`config.mk`:
```
export PLATFORM = sky130hd
export DESIGN_NAME = fifo_ctrl_lvl
export DESIGN_NICKNAME = d
export VERILOG_FILES = /design/src/rtl/fifo_ctrl_lvl.sv
export SDC_FILE = /design/constraint.sdc
export NUM_CORES = 1
export LEC_CHECK = 0
export BUFFER_PORTS_ARGS = -buffer_cell sky130_fd_sc_hd__buf_2
export CAP_MARGIN = 15
export CELL_PAD_IN_SITES_DETAIL_PLACEMENT = 1
export CELL_PAD_IN_SITES_GLOBAL_PLACEMENT = 1
export CORE_AREA = 2 2 54 56
export DETAILED_ROUTE_END_ITERATION = 10
export DIE_AREA = 0 0 56 58
export PLACE_DENSITY = 0.77
export SLEW_MARGIN = 15
export SYNTH_ARGS = -nofsm -noshare
export SYNTH_HDL_FRONTEND = slang
export SYNTH_SLANG_ARGS = --single-unit
export TNS_END_PERCENT = 10
```
`constraint.sdc`:
```
create_clock -name i_clk -period 2.76 [get_ports i_clk]
set_input_delay 0.414 -clock i_clk [delete_from_list [all_inputs] [get_ports i_clk]]
set_output_delay 0.414 -clock i_clk [all_outputs]
set_load 0.03 [all_outputs]
```
`src/rtl/fifo_ctrl_lvl.sv`:
```
// FIFO pointer/occupancy controller for an external dual-port register file,
// with registered level flags, programmable thresholds and sticky error flags.
module fifo_ctrl_lvl #(
    parameter int ADDR_WIDTH = 4,
    parameter int AF_LEVEL   = (2 ** ADDR_WIDTH) - 1,
    parameter int AE_LEVEL   = 1
) (
    input  logic                  i_clk,
    input  logic                  i_reset,
    input  logic                  i_wr,
    input  logic                  i_rd,
    input  logic                  i_flush,
    input  logic                  i_clr_err,
    output logic [ADDR_WIDTH-1:0] o_w_addr,
    output logic [ADDR_WIDTH-1:0] o_r_addr,
    output logic [ADDR_WIDTH-1:0] o_r_addr_next,
    output logic                  o_w_en,
    output logic                  o_r_en,
    output logic [ADDR_WIDTH:0]   o_count,
    output logic                  o_empty,
    output logic                  o_full,
    output logic                  o_almost_empty,
    output logic                  o_almost_full,
    output logic                  o_overflow,
    output logic                  o_underflow
);

    localparam int DEPTH = 2 ** ADDR_WIDTH;
    localparam int CW    = ADDR_WIDTH + 1;

    localparam logic [CW-1:0] DEPTH_C = CW'(DEPTH);
    localparam logic [CW-1:0] AF_C    = CW'(AF_LEVEL);
    localparam logic [CW-1:0] AE_C    = CW'(AE_LEVEL);

`ifndef SYNTHESIS
    if ((AF_LEVEL < 1) || (AF_LEVEL > DEPTH) || (AE_LEVEL < 0) || (AE_LEVEL > DEPTH - 1)) begin : g_param_chk
        $error("fifo_ctrl_lvl: AF_LEVEL or AE_LEVEL outside legal range");
    end
`endif

    logic [ADDR_WIDTH-1:0] w_addr_q, w_addr_d;
    logic [ADDR_WIDTH-1:0] r_addr_q, r_addr_d;
    logic [CW-1:0]         count_q, count_d;
    logic                  empty_q, empty_d;
    logic                  full_q, full_d;
    logic                  almost_empty_q, almost_empty_d;
    logic                  almost_full_q, almost_full_d;
    logic                  overflow_q, overflow_d;
    logic                  underflow_q, underflow_d;
    logic                  w_en_s;
    logic                  r_en_s;

    // Acceptance, next pointers/count, flags derived from the next count.
    always_comb begin
        w_en_s         = 1'b0;
        r_en_s         = 1'b0;
        w_addr_d       = w_addr_q;
        r_addr_d       = r_addr_q;
        count_d        = count_q;
        empty_d        = empty_q;
        full_d         = full_q;
        almost_empty_d = almost_empty_q;
        almost_full_d  = almost_full_q;

        // A full FIFO still takes a write when a read frees the slot in the same cycle.
        w_en_s = i_wr & (~full_q | i_rd) & ~i_flush;
        r_en_s = i_rd & ~empty_q & ~i_flush;

        if (i_flush) begin
            w_addr_d = {ADDR_WIDTH{1'b0}};
            r_addr_d = {ADDR_WIDTH{1'b0}};
            count_d  = {CW{1'b0}};
        end else begin
            w_addr_d = w_addr_q + {{(ADDR_WIDTH-1){1'b0}}, w_en_s};
            r_addr_d = r_addr_q + {{(ADDR_WIDTH-1){1'b0}}, r_en_s};
            count_d  = count_q + {{ADDR_WIDTH{1'b0}}, w_en_s} - {{ADDR_WIDTH{1'b0}}, r_en_s};
        end

        empty_d        = (count_d == {CW{1'b0}});
        full_d         = (count_d == DEPTH_C);
        almost_empty_d = (count_d <= AE_C);
        almost_full_d  = (count_d >= AF_C);

        // Set events take precedence over a concurrent clear; flush leaves errors alone.
        overflow_d  = (i_wr & full_q & ~i_rd) | (overflow_q & ~i_clr_err);
        underflow_d = (i_rd & empty_q) | (underflow_q & ~i_clr_err);
    end

    // State register; reset lands in the same state as a flush with errors cleared.
    always_ff @(posedge i_clk or posedge i_reset) begin
        if (i_reset) begin
            w_addr_q       <= {ADDR_WIDTH{1'b0}};
            r_addr_q       <= {ADDR_WIDTH{1'b0}};
            count_q        <= {CW{1'b0}};
            empty_q        <= 1'b1;
            full_q         <= 1'b0;
            almost_empty_q <= 1'b1;
            almost_full_q  <= 1'b0;
            overflow_q     <= 1'b0;
            underflow_q    <= 1'b0;
        end else begin
            w_addr_q       <= w_addr_d;
            r_addr_q       <= r_addr_d;
            count_q        <= count_d;
            empty_q        <= empty_d;
            full_q         <= full_d;
            almost_empty_q <= almost_empty_d;
            almost_full_q  <= almost_full_d;
            overflow_q     <= overflow_d;
            underflow_q    <= underflow_d;
        end
    end

    assign o_w_addr       = w_addr_q;
    assign o_r_addr       = r_addr_q;
    assign o_r_addr_next  = r_addr_d;
    assign o_w_en         = w_en_s;
    assign o_r_en         = r_en_s;
    assign o_count        = count_q;
    assign o_empty        = empty_q;
    assign o_full         = full_q;
    assign o_almost_empty = almost_empty_q;
    assign o_almost_full  = almost_full_q;
    assign o_overflow     = overflow_q;
    assign o_underflow    = underflow_q;

endmodule

```
## After elaboration in Yosys (flattened, before gate mapping)

Index checks and enable logic that the tools add are counted.

- Register bits: 19
- Bits in latches: 0
- Bits in writable memories: 0
- ROM bits: 0
- Input port bits: 6
- Memories: 0

- Add/sub/neg operators: 4
- $mul: 0
- Div/mod/pow operators: 0
- Order comparisons: 2
- Equality and inequality tests: 1
- Shift-type cells: 0
- Mux-type cells: 3
- Bitwise logic cells: 17
- Reduce and logical (&&, ||, !) cells: 1

Operators by type and width:

| operator | count |
|---|---|
| $and 1x1->1 | 9 |
| $add 4x1->4 | 2 |
| $mux 4 | 2 |
| $add 5x1->5 | 1 |
| $eq 5x5->1 const B | 1 |
| $ge 5x4->1 const B | 1 |
| $le 5x1->1 const B | 1 |
| $logic_not 5->1 | 1 |
| $mux 5 | 1 |
| $not 1->1 | 5 |
| $sub 5x1->5 | 1 |
| $or 1x1->1 | 3 |

## Depth between registers and ports, before layout

Gate-level depths: netlist (run 1).

- Word-level depth: 8
- Gate-level depth with buffers: 10

## Least setup slack after synthesis (run 1)

OpenSTA, ideal clock, no wires.

- Kind: input-to-reg
- From: input port i_flush
- To: register almost_full_q (netlist: o_almost_full)
- Arrival: 3168 ps
- Required time: 2683 ps
- Setup slack: -485 ps
- Stages on the path: 9
- Path buffers: 2
- Cell sequence: buf_6 -> buf_6 -> nor3b_1 -> ha_1 -> inv_1 -> fa_1 -> or2b_2 -> or4_1 -> a21oi_1

- Longest elaborated chain between the ends: 6
- Elaborated cells between the ends (all ways): 7
- Classes of those cells: add/sub (2); order compare (1); mux (1); bitwise (3)

Ends and longest elaborated chain:

| what | line | source |
|---|---|---|
| start: declaration | 12 | `input logic i_flush,` |
| $not 1->1 | 66 | `w_en_s = i_wr & (~full_q \| i_rd) & ~i_flush;` |
| $and 1x1->1 | 66 |  |
| net o_w_en | 17 | `output logic o_w_en,` |
| $add 5x1->5 | 76 | `count_d = count_q + {{ADDR_WIDTH{1'b0}}, w_en_s} - {{ADDR_WIDTH{1'b0}}, r_en_s};` |
| $sub 5x1->5 | 76 |  |
| $mux 5 | 69 | `if (i_flush) begin` |
| $ge 5x4->1 | 82 | `almost_full_d = (count_d >= AF_C);` |
| net almost_full_d | 47 | `logic almost_full_q, almost_full_d;` |
| end signal: assignment | 108 | `almost_full_q <= almost_full_d;` |
| end: declaration | 47 |  |

The timed path passes the listed nets, and every way through them passes these cells.

## Worst setup path in the final report (run 1)

- From: register full_q (netlist: o_full)
- To: register almost_full_q (netlist: o_almost_full)

- Longest elaborated chain between the ends: 8

Ends and longest elaborated chain:

| what | line | source |
|---|---|---|
| start: declaration | 45 | `logic full_q, full_d;` |
| start signal: assignment | 106 | `full_q <= full_d;` |
| $not 1->1 | 66 |  |
| $or 1x1->1 | 66 |  |
| $and 1x1->1 (2 in series) | 66 |  |
| $add 5x1->5 | 76 |  |
| $sub 5x1->5 | 76 |  |
| $mux 5 | 69 |  |
| $ge 5x4->1 | 82 |  |
| net almost_full_d | 47 |  |

The timed path passes the listed nets, and every way through them passes these cells.

==> results.md, run 1 <==
* Status: finished, final reports clean
* Seq pwr share at 32.0%
* First-pass DRT Iterations at 2
* Kind of critical path: register to register
* Yosys top cell by area: dfrtp_1
* RSZ-0062 raised after global routing: false
* Setup TNS at 0 ns
* Post-synthesis mux area share at 0%
* Crit path cell chain: nor2b_1 > nor3b_4 > ha_1 > inv_1 > fa_1 > or2b_2 > or4_1 > a21oi_1
* Via/cell ratio at 4.86
* Overflow after GRT at 0
* Post-route ant nets at 0
* CP Launch Point: o_full
* Syn_area_per_cell at 10.8 um2
* Reg2Reg Launch Point: o_full
* Power share of the clock group at 11.7%
* Critical path's slowest cell: fa_1
* Post-Route WL at 2100 um
* Number of global-route vias before repair at 823
* Combinational fraction of design power at 56.3%
* # nets final at 140
* Max-Cap Viols at 0
* Net Sw Power at 0.574 mW
* Req. time, crit path at 2.99 ns
* Simple-Gate Fraction of Synth Area at 18.9%
* Die ar. at 3250 um2
* Routability cong. at 0.824
* Synth Register Bits at 19
* Max transition margin at 52.1%
* Largest net degree at the start of global routing at 20
* PD cells at 1040 nW/um2
* R2r setup slk at 0.24 ns
* Initial antenna violation count at 0
* CTS buffer count at 3
* Post_cts resized at 0
* Worst reg-to-reg path cell count at 8
* Setup crit start kind: register
* Critical path depth in cells at 8
* Crit path to: o_almost_full
* Synthesized area at 960 um2
* Synth Warn # at 0
* Synth Area in Adders at 12.5%
* Synth top area cells: dfrtp_1 (44%), ha_1 (10%), dfstp_2 (5.5%)
* CTS sink count at 19
* Setup WS post-layout at 0.244 ns
* Worst-Margin Slew at 0.718 ns
* Mapped Cells at 89
* Post-CTS setup buffers at 0
* Min-delay worst type: primary input to asynchronous set/reset pin
* Yosys cell types at 22
* Die Ht at 58 um
* Pint at 0.667 mW
* CORE AREA at 2660 um2
* Switch share at 46.3%
* Clk root buf: clkbuf_4
* Final HPWL DP at 1620 um
* Share of the synthesized area in the top cell type at 44.3%
* Via count at 753
* Peak supply drop at 0.457 mV
* Count of pins over their slew limit at 0
* Endpoints failing setup at 0
* Synth Area in XOR/XNOR at 7.30%
* Bufs and invs on worst path at 1
* Register area share after synthesis at 49.8%
* DP Worst Slack at 0.119 ns
* Number of diodes at 0
* Drt initial violations at 6
* Fraction of layout cells with a size suffix above 1 at 33.9%
* Clk_lat worst skew at 0.30 ns
* Arr. time, crit path at 2.75 ns
* Most frequent cells in the layout: buf_2 (30), dfrtp_1 (17), inv_1 (10), nor2_1 (10), ha_1 (8)
* CTS tree: done
* Crit-path leading delay family: simple AND/OR/NAND/NOR gates
* Clk buf depth at 2
* CTS clk-pin slew, worst paths at 0.11 ns
* Fillers at 329
* Hold buffers post-CTS at 0
* Hold Violations, Final at 0
* Num ports at 31
* Syn nets at 104
* P_leak at 0.666 nW
* H-tree Lvls at 1
* Wire per inst at 13.6 um
* Width of the die at 56 um
* First-pass GRT wire length at 3670 um
* Area grow syn2layout at 24.1%
* RR Endpoint: o_almost_full
* Crit path max fanout at 4
* Initial Util at 36.0%
* Complex-gate fraction of the synthesized area at 5.22%
* Buffers on Ports at 30
* Site row count at 19
* Crit path largest cell delay at 0.50 ns
* Setup Skew at 0.00241 ns
* All-layer global routing usage at 14.8%
* Drt drc at 0
* Leading cell type in the layout, fill and taps excluded: buf_2
* Capturing element type of the critical path: register
* Final period utilization at 91.1%
* Achievable frequency at 398 MHz
* Largest family of logic cells by synthesized area: simple AND/OR/NAND/NOR gates
* Fin crit period at 2.52 ns
metal layers:
layer	GRT usage (%)	wire [um]	vias up
li1	-	-	360
met1	17.0	864	371
met2	26.2	1120	18
met3	3.35	94	4
met4	7.14	28	0
met5	0	0	-
kinds of logic (layout without fill, tap and decap cells):
group / after synthesis / in the layout
xor gates and xnor gates: 8 / 8
adders and majority gates: 9 / 9
DFF: 19 / 19
AOI/OAI and AO/OA: 8 / 8
buffers and inverters: 12 / 47
and+or+nand+nor: 33 / 33
worst reg2reg max path: cells and delay by family, from the launching register on:
| kind | cells | cell delay [ns] |
|---|---|---|
| and+or+nand+nor | 4 | 1.12 |
| AOI/OAI and AO/OA | 1 | 0.16 |
| DFF | 1 | 0.39 |
| adders and majority gates | 2 | 0.73 |
| buffers and inverters | 1 | 0.06 |
per-stage QoR:
stage	util [%]	hold slack (ns)	power, mW	instances	instance area, um2
2_1_floorplan	-	0.364	0.896	89	976
3_3_place_gp	43.8	0.509	1.08	151	1160
3_5_place_dp	43.8	0.527	1.10	151	1160
4_1_cts	44.7	0.231	1.26	155	1190
5_1_grt	44.7	0.260	1.35	155	1190
6_report	44.7	0.208	1.24	155	1190
layout make-up:
cell class	count	area [um2]	area share [%]
Clock buffer	4	26.3	2.21
Inverter	10	37.5	3.15
Multi-Input combinational cell	58	438	36.8
Sequential cell	19	478	40.1
Tap cell	31	38.8	3.26
Timing Repair Buffer	33	173	14.5
power groups by stage:
stage	Sequential, mW	Combinational (mW)	Clock (mW)
4_1_cts	0.401	0.706	0.149
2_1_floorplan	0.534	0.362	0
3_5_place_dp	0.406	0.697	0
5_1_grt	0.409	0.778	0.164
6_report	0.397	0.698	0.145
3_3_place_gp	0.403	0.672	0
worst min path at each step:
stage	startpoint	slack, ns	end	depth (start not counted)
finish	i_reset	0.21	o_w_addr[1]	2
global route	i_reset	0.26	o_w_addr[3]	2
CTS	i_reset	0.23	o_w_addr[3]	2
detailed placement	o_underflow	0.53	o_underflow	2
global placement	o_underflow	0.51	o_underflow	2
floorplan	i_reset	0.36	o_almost_full	1
cell usage after synthesis (all sizes together):
| cell | n |
|---|---|
| or4 | 1 |
| or2 | 1 |
| nand2 | 3 |
| nor3b | 3 |
| nor4bb | 1 |
| a21oi | 4 |
| dfstp | 2 |
| buf | 2 |
| nand3 | 3 |
| a41o | 2 |
| o21ai | 2 |
| fa | 1 |
| dfrtp | 17 |
| or2b | 1 |
| xnor2 | 4 |
| and3 | 1 |
| nor2 | 10 |
| nor2b | 7 |
| nand2b | 2 |
| xor2 | 4 |
| inv | 10 |
| ha | 8 |
registers in the layout (all words and copies together), names as in the netlist:
signal and count:
o_w_addr 4, o_underflow 1, o_empty 1, o_full 1, o_almost_empty 1, o_overflow 1, o_almost_full 1, o_count 5
o_r_addr 4
No activity file was read; power rests on OpenSTA's default activity.
==> run 2, diff against run 1 <==
==> constraint.sdc (replaced) <==
create_clock -name i_clk -period 2.7 [get_ports i_clk]
set_input_delay 0.405 -clock i_clk [delete_from_list [all_inputs] [get_ports i_clk]]
set_output_delay 0.405 -clock i_clk [all_outputs]
set_load 0.03 [all_outputs]
==> run 2 against run 1 <==
Against the previous run:
- clock skew about the same
- cell count unchanged
- global-route usage decreased by 0.25 points
- register-to-register slack improved by 0.04 ns
==> results.md, run 2 (synthesis results as in run 1) <==
* Number of global-route vias before repair at 808 (was 823)
* Setup Skew at 0.00223 ns (was 0.00241 ns)
* Post_cts resized at 0 (unchanged)
* CORE AREA at 2660 um2 (unchanged)
* Crit path largest cell delay at 0.61 ns (was 0.50 ns)
* Fraction of layout cells with a size suffix above 1 at 37.1% (was 33.9%)
* Max-Cap Viols at 0 (unchanged)
* Max transition margin at 51.7% (was 52.1%)
* Achievable frequency at 414 MHz (was 398 MHz)
* Drt initial violations at 4 (was 6)
* Via count at 752 (was 753)
* Hold buffers post-CTS at 0 (unchanged)
* RR Endpoint: o_almost_full (unchanged)
* Post-CTS setup buffers at 0 (unchanged)
* Final period utilization at 89.4% (was 91.1%)
* Width of the die at 56 um (unchanged)
* Worst-Margin Slew at 0.724 ns (was 0.718 ns)
* All-layer global routing usage at 14.6% (was 14.8%)
* Die ar. at 3250 um2 (unchanged)
* Req. time, crit path at 2.94 ns (was 2.99 ns)
* Placed cell count at 151 (unchanged)
* Power, Total at 1.28 mW (was 1.24 mW)
* Clk buf depth at 2 (unchanged)
* Min-delay worst type: primary input to asynchronous set/reset pin (unchanged)
* Final HPWL DP at 1640 um (was 1620 um)
* R2r setup slk at 0.29 ns (was 0.24 ns)
* First-pass GRT wire length at 3590 um (was 3670 um)
* H-tree Lvls at 1 (unchanged)
* Count of pins over their slew limit at 0 (unchanged)
* Worst reg-to-reg path cell count at 8 (unchanged)
* CTS sink count at 19 (unchanged)
* Crit path cell chain: nor3b_4 > xor2_1 > ha_2 > inv_1 > fa_1 > or2b_2 > or4_1 > a21oi_1 (was nor2b_1 > nor3b_4 > ha_1 > inv_1 > fa_1 > or2b_2 > or4_1 > a21oi_1)
* Wire per inst at 13.5 um (was 13.6 um)
* Number of flip-flops in the largest register at 5 (unchanged)
* Clk root buf: clkbuf_4 (unchanged)
* Peak supply drop at 0.605 mV (was 0.457 mV)
* # nets final at 140 (unchanged)
* CTS clk-pin slew, worst paths at 0.11 ns (about the same)
* Status: finished, final reports clean (unchanged)
* Initial Util at 36.0% (unchanged)
* Critical path's slowest cell: dfstp_2 (was fa_1)
* Num ports at 31 (unchanged)
* Via/cell ratio at 4.85 (was 4.86)
* Capturing element type of the critical path: register (unchanged)
* CTS tree: done (unchanged)
* Kind of critical path: register to register (unchanged)
* Placed Area at 1180 um2 (was 1160 um2)
* RSZ-0062 raised after global routing: false (unchanged)
* Endpoints failing setup at 0 (unchanged)
* Area grow syn2layout at 26.1% (was 24.1%)
* Post-Route WL at 2090 um (was 2100 um)
* Initial antenna violation count at 0 (unchanged)
* Setup TNS at 0 ns (unchanged)
* Hold Violations, Final at 0 (unchanged)
* P_leak at 0.667 nW (was 0.666 nW)
* Arr. time, crit path at 2.65 ns (was 2.75 ns)
* CTS buffer count at 3 (unchanged)
* Leading cell type in the layout, fill and taps excluded: buf_2 (unchanged)
* Setup crit start kind: register (unchanged)
* Overflow after GRT at 0 (unchanged)
* Die Ht at 58 um (unchanged)
* Crit path max fanout at 4 (unchanged)
* Non-filler instance count after layout at 155 (unchanged)
* Clk_lat worst skew at 0.30 ns (about the same)
* Routability cong. at 0.844 (was 0.824)
* PD cells at 1060 nW/um2 (was 1040 nW/um2)
* Design area at 1210 um2 (was 1190 um2)
* Largest net degree at the start of global routing at 20 (unchanged)
* Buffers on Ports at 30 (unchanged)
* Drt drc at 0 (unchanged)
* First-pass DRT Iterations at 3 (was 2)
* Site row count at 19 (unchanged)
* Post-route ant nets at 0 (unchanged)
* Reg2Reg Launch Point: o_empty (was o_full)
* Number of diodes at 0 (unchanged)
* Fin crit period at 2.41 ns (was 2.52 ns)
* Most frequent cells in the layout: buf_2 (30), dfrtp_1 (16), inv_1 (10), nor2_1 (10), ha_1 (7) (was buf_2 (30), dfrtp_1 (17), inv_1 (10), nor2_1 (10), ha_1 (8))
[run 2: changes by cell type in the layout (fill, tap and decap cells not counted)]
| cell | delta |
|---|---|
| ha_2 | +1 |
| nor3b_2 | -1 |
| nor2b_1 | -1 |
| clkinv_2 | +1 |
| dfrtp_1 | -1 |
| clkbuf_1 | -1 |
| dfrtp_2 | +1 |
| ha_1 | -1 |
| nor3b_4 | +1 |
| nor2b_4 | +1 |
[run 2: layout make-up]
class | count | area (um2)
Clock buffer | 3 | 22.5
Inverter | 10 | 37.5
Sequential cell | 19 | 479
Timing Repair Buffer | 33 | 173
Clock inverter | 1 | 5.00
Tap cell | 31 | 38.8
Multi-Input combinational cell | 58 | 454
Fill cell | 322 | 1450
[run 2: where the power goes]
group,switching [mW],leakage [nW],internal [mW]
logic,0.445,0.401,0.274
clock network,0.0928,0.0177,0.0553
registers,0.0489,0.248,0.364
[run 2: how the worst max path moves through the flow]
stage	from	to	slack, ns	cells after the start
floorplan	i_flush	o_almost_full	0.007	9
global placement	i_flush	o_almost_full	0.16	9
detailed placement	i_flush	o_almost_full	0.06	9
CTS	o_empty	o_almost_full	0.24	8
global route	o_empty	o_full	0.10	9
finish	o_empty	o_almost_full	0.29	8
[run 2: critical path: cells and delay by family (launching register included)]
kind | cells | cell delay [ns]
AOI/OAI and AO/OA | 1 | 0.15
xor gates and xnor gates | 1 | 0.14
adders and majority gates | 2 | 0.63
buffers and inverters | 1 | 0.05
DFF | 1 | 0.61
and+or+nand+nor | 3 | 0.76
[run 2: metal layers]
layer	vias up	global-route usage, %	routed length, um
met2	26	27.1	1100
met4	0	5.10	17
li1	356	-	-
met1	368	17.0	871
met3	2	2.46	97
met5	-	0	0
[run 2: stage by stage]
step,hold WS [ns],worst slack [ns],util [%]
after floorplan,0.355,0.00666,-
after global placement,0.519,0.160,44.4
after detailed placement,0.535,0.0611,44.4
after CTS,0.219,0.244,45.4
after global routing,0.258,0.103,45.4
final,0.201,0.285,45.4
